### config.mk
export PLATFORM = sky130hd
export DESIGN_NAME = wall_clock_bcd
export DESIGN_NICKNAME = d
export VERILOG_FILES = /design/src/rtl/wall_clock_bcd.sv
export SDC_FILE = /design/constraint.sdc
export NUM_CORES = 1
export LEC_CHECK = 0
export CAP_MARGIN = 15
export CORE_UTILIZATION = 50
export CTS_BUF_LIST = sky130_fd_sc_hd__clkbuf_8 sky130_fd_sc_hd__clkbuf_16
export DETAILED_ROUTE_END_ITERATION = 8
export PLACE_DENSITY = 0.9
export SETUP_SLACK_MARGIN = 0.5
export SYNTH_ARGS = -nofsm -noshare
export SYNTH_HDL_FRONTEND = slang
export SYNTH_SLANG_ARGS = --single-unit
### constraint.sdc
create_clock -name clk -period 4.37 [get_ports clk]
set_clock_uncertainty 0.05 [all_clocks]
set_input_delay 0.874 -clock clk [delete_from_list [all_inputs] [get_ports clk]]
set_output_delay 0.874 -clock clk [all_outputs]
set_load 0.01 [all_outputs]
### src/rtl/wall_clock_bcd.sv
// wall_clock_bcd
// 12-hour BCD wall clock (hh:mm:ss + AM/PM). It advances one second per `ena`
// pulse and accepts a range-checked synchronous time load. It also emits
// registered one-cycle minute, hour and load-error strobes.
//
// Ports
//   clk        rising-edge clock (same domain as the one-second divider)
//   reset      asynchronous, active-high; clock returns to 12:00:00 AM
//   ena        advance one second this cycle (level, no edge detection)
//   load       load set_* this cycle if legal; takes priority over ena
//   set_hh     BCD hours to load, legal 01..12
//   set_mm     BCD minutes to load, legal 00..59
//   set_ss     BCD seconds to load, legal 00..59
//   set_pm     AM/PM to load (1 = PM)
//   hh/mm/ss   registered BCD time
//   pm         registered AM/PM flag (1 = PM)
//   min_tick   high for the first cycle showing ss = 00 after an advance
//   hour_tick  high for the first cycle showing mm:ss = 00:00 after an advance
//   load_err   high for the cycle after a rejected load
//
// Strobe protocol: every strobe is a registered single-cycle pulse. It is
// valid in the cycle after the edge that caused it. There is no ready/back-
// pressure; consumers must sample every cycle.
module wall_clock_bcd (
  input  logic       clk,
  input  logic       reset,
  input  logic       ena,
  input  logic       load,
  input  logic [7:0] set_hh,
  input  logic [7:0] set_mm,
  input  logic [7:0] set_ss,
  input  logic       set_pm,
  output logic [7:0] hh,
  output logic [7:0] mm,
  output logic [7:0] ss,
  output logic       pm,
  output logic       min_tick,
  output logic       hour_tick,
  output logic       load_err
);

  logic [3:0] ss_ones, ss_tens, mm_ones, mm_tens, hh_ones, hh_tens;
  logic [3:0] ss_ones_n, ss_tens_n, mm_ones_n, mm_tens_n, hh_ones_n, hh_tens_n;
  logic       pm_n, min_tick_n, hour_tick_n, load_err_n;

  logic adv, ss_tens_en, mm_ones_en, mm_tens_en, hh_en;
  logic set_ok, set_hh_ok;

  // A load in the same cycle discards the advance.
  assign adv = ena & ~load;

  // Cascaded digit enables: each stage is the previous enable ANDed with
  // that previous digit's terminal count.
  assign ss_tens_en = adv        & (ss_ones == 4'd9);
  assign mm_ones_en = ss_tens_en & (ss_tens == 4'd5);
  assign mm_tens_en = mm_ones_en & (mm_ones == 4'd9);
  assign hh_en      = mm_tens_en & (mm_tens == 4'd5);

  assign set_hh_ok = ((set_hh[7:4] == 4'd0) && (set_hh[3:0] != 4'd0) && (set_hh[3:0] <= 4'd9)) ||
                     ((set_hh[7:4] == 4'd1) && (set_hh[3:0] <= 4'd2));

  assign set_ok = set_hh_ok &&
                  (set_mm[7:4] <= 4'd5) && (set_mm[3:0] <= 4'd9) &&
                  (set_ss[7:4] <= 4'd5) && (set_ss[3:0] <= 4'd9);

  always_comb begin
    ss_ones_n   = ss_ones;
    ss_tens_n   = ss_tens;
    mm_ones_n   = mm_ones;
    mm_tens_n   = mm_tens;
    hh_ones_n   = hh_ones;
    hh_tens_n   = hh_tens;
    pm_n        = pm;
    min_tick_n  = 1'b0;
    hour_tick_n = 1'b0;
    load_err_n  = 1'b0;

    if (load) begin
      if (set_ok) begin
        ss_ones_n = set_ss[3:0];
        ss_tens_n = set_ss[7:4];
        mm_ones_n = set_mm[3:0];
        mm_tens_n = set_mm[7:4];
        hh_ones_n = set_hh[3:0];
        hh_tens_n = set_hh[7:4];
        pm_n      = set_pm;
      end else begin
        load_err_n = 1'b1;
      end
    end else begin
      if (adv)
        ss_ones_n = (ss_ones == 4'd9) ? 4'd0 : ss_ones + 4'd1;
      if (ss_tens_en)
        ss_tens_n = (ss_tens == 4'd5) ? 4'd0 : ss_tens + 4'd1;
      if (mm_ones_en)
        mm_ones_n = (mm_ones == 4'd9) ? 4'd0 : mm_ones + 4'd1;
      if (mm_tens_en)
        mm_tens_n = (mm_tens == 4'd5) ? 4'd0 : mm_tens + 4'd1;
      if (hh_en) begin
        if (hh_tens == 4'd1 && hh_ones == 4'd2) begin
          // 12 -> 01 keeps the meridiem.
          hh_tens_n = 4'd0;
          hh_ones_n = 4'd1;
        end else if (hh_tens == 4'd1 && hh_ones == 4'd1) begin
          // 11 -> 12 is where AM/PM flips.
          hh_ones_n = 4'd2;
          pm_n      = ~pm;
        end else if (hh_ones == 4'd9) begin
          hh_tens_n = 4'd1;
          hh_ones_n = 4'd0;
        end else begin
          hh_ones_n = hh_ones + 4'd1;
        end
      end
      min_tick_n  = mm_ones_en;
      hour_tick_n = hh_en;
    end
  end

  always_ff @(posedge clk or posedge reset) begin
    if (reset) begin
      ss_ones   <= 4'd0;
      ss_tens   <= 4'd0;
      mm_ones   <= 4'd0;
      mm_tens   <= 4'd0;
      hh_ones   <= 4'd2;
      hh_tens   <= 4'd1;
      pm        <= 1'b0;
      min_tick  <= 1'b0;
      hour_tick <= 1'b0;
      load_err  <= 1'b0;
    end else begin
      ss_ones   <= ss_ones_n;
      ss_tens   <= ss_tens_n;
      mm_ones   <= mm_ones_n;
      mm_tens   <= mm_tens_n;
      hh_ones   <= hh_ones_n;
      hh_tens   <= hh_tens_n;
      pm        <= pm_n;
      min_tick  <= min_tick_n;
      hour_tick <= hour_tick_n;
      load_err  <= load_err_n;
    end
  end

  assign hh = {hh_tens, hh_ones};
  assign mm = {mm_tens, mm_ones};
  assign ss = {ss_tens, ss_ones};

endmodule
==> metrics.txt <==
status completed; Power Dens Cells 273.2 nW/µm²; core area 3661 µm²; count of final hold-check violations 0; CTS clk-pin slew, worst paths 0.10 ns; largest net degree at the start of global routing 36; Post-Route Setup TNS 0 ns; Worst Hold Class reg -> reg; Post-CTS Setup Repair Bufs 0; Final period util 0.6316; DR iter-0 viols 190; Yosys cell types 59; number of gates resized after CTS 0; Worst Path Buf+Inv 1; Synth async-reset ratio 1.000; min Tclk post-route 2.760 ns; DRC 0; most frequent cells in the layout 56 x clkdlybuf4s50_1, 26 x dfrtp_1, 18 x nand2_1; worst slew pin tran 0.5956 ns; row cnt 22; diode count 0; vias in the first global route 1777; hold_buf cts 0; maximum VDD drop 0.1945 mV; RSZ-0062 raised after global routing false; drt pass-1 iters 4; clock latency on the worst-skew pair 0.28 ns; Post-Syn Nets 244; share of cells above drive strength 1 0.06391; die area 4085 µm²; initial antenna violation count 0; Overflow after GRT 0; leakage power 0.001025 µW; CP delay by family, top simple AND/OR/NAND/NOR gates; FF+latch count, synth 28; MaxCap Viol Count 0; Die Span Y 63.92 µm; setup violators final 0; final instance area 2567 µm²; drt total wl 5231 µm; hpwl dp 3788 µm; starting density of the core 0.5236; Clock Path Buffers 2; Gate Count Post-Synth 215; Mapped Avg Cell Area 8.916 µm²; Worst Setup Start Kind input port; YS warnings 0; Post-Syn Area 1917 µm²; Worst Path Required 4.47 ns; CP Capture Type flop; CP max FO 5; CTS buffer count 3; first-pass GRT wire length 8783 µm; I/O Pins 57; CTS Sinks 28; drt via density 6.248; slew margin rel. 0.5999; H-tree lvl count 1; fraction of the yosys area taken by sequential cells 0.3668; Buffers on Ports 56; post-route ant nets 0; GPL Wtd Cong 0.8640; Final Power 701.3 µW; placed inst area 2495 µm²; Clock Tree Root clkbuf_8; CTS tree done; Overall Global Routing Usage 0.2746; Max Fclk 0.3623 GHz; Nets 296; Die Wd 63.92 µm; max incr delay on CP 0.54 ns; area grow syn2layout 33.94%; CP Class in -> reg; Pins Over Slew Limit 0; CP arrival 2.86 ns; total via count in the routed design 1962; Slowest-stage cell, CP or4_1; WL/cell 16.66 µm; critical path, cell by cell clkdlybuf4s50_1, or4_1, mux2_4, and4_4, a221oi_1, o31ai_1; Main synth FF type dfrtp_1; most common cell after layout, fill and taps aside clkdlybuf4s50_1; number of synthesized flops with an enable pin 0
stage by stage:
stage / hold WS [ns] / instances / utilization / setup WS, ns
2_1_floorplan: 0.4639 / 215 / - / 1.937
3_3_place_gp: 0.4496 / 309 / 0.6815 / 1.370
3_5_place_dp: 0.4537 / 309 / 0.6815 / 1.344
4_1_cts: 0.4690 / 313 / 0.6938 / 1.634
5_1_grt: 0.4939 / 314 / 0.7013 / 1.519
6_report: 0.4704 / 314 / 0.7013 / 1.610
cells by family after synthesis:
logic type / synth area share
DFF: 0.3668
AOI/OAI and AO/OA: 0.2676
xor gates and xnor gates: 0.01828
buffers and inverters: 0.04960
muxes: 0.02872
and+or+nand+nor: 0.2689
power by group:
part           switching [µW]  internal [µW]
Clock                    83.1           63.2
Combinational             100            122
Sequential               47.8            285
Total                     231            470
worst reg2reg max path: cells and delay by family, from the launching register on:
kind,cells,cell delay (ns)
AOI/OAI and AO/OA,3,0.58
DFF,1,0.48
and+or+nand+nor,2,0.78
cells in the mapped netlist (all sizes together) (3+ instances only):
library cell	instances	area share
nor2	9	0.018
nor3	10	0.026
a2111oi	3	0.024
nand4	6	0.023
and4	3	0.015
a31oi	8	0.026
o21ai	10	0.026
a211oi	6	0.023
dfrtp	26	0.34
a21o	4	0.016
inv	12	0.023
clkbuf	8	0.016
mux2i	4	0.021
nor4bb	3	0.016
o31ai	3	0.012
buf	3	0.010
nor4	3	0.013
a221oi	3	0.014
nand3	8	0.023
o211ai	3	0.012
a2bb2oi	3	0.014
nand2	18	0.035
nand2b	3	0.0098
a21oi	12	0.033
nor2b	8	0.026
registers in the layout (all words and copies together) (netlist names):
name	cells
hh_ones	4
hh_tens	4
hour_tick	1
load_err	1
min_tick	1
mm_ones	4
mm_tens	4
pm	1
ss_ones	4
ss_tens	4
area by class of cell:
cell class                      count  area [µm²]
Multi-Input combinational cell    164        1119
Fill cell                         318        1094
Sequential cell                    28       703.2
Timing Repair Buffer               58       595.6
Tap cell                           48       60.06
Inverter                           12       45.04
Clock buffer                        3       41.29
Clock inverter                      1       3.754
path summary, 6_finish.rpt:
path,startpoint,endpoint,slack [ns],cells after the start
min in group asynchronous,reset,ss_tens[1],0.87,2
max in group asynchronous,reset,hh_ones[1],2.85,3
min reg2reg,hh_tens[0],hh_tens[0],0.47,1
min,hh_tens[0],hh_tens[0],0.47,1
max reg2reg,ss_ones[2],ss_tens[2],2.35,5
max,set_hh[4],ss_tens[0],1.61,6
layer usage:
layer  up-vias  GRT usage  share of wire
met5         -          0              0
met2        86     0.4082           0.45
met3         8    0.02500          0.062
met4         0    0.08807          0.015
met1       942     0.4153           0.47
li1        926          -              -
Power figures use the tool's default switching activity.
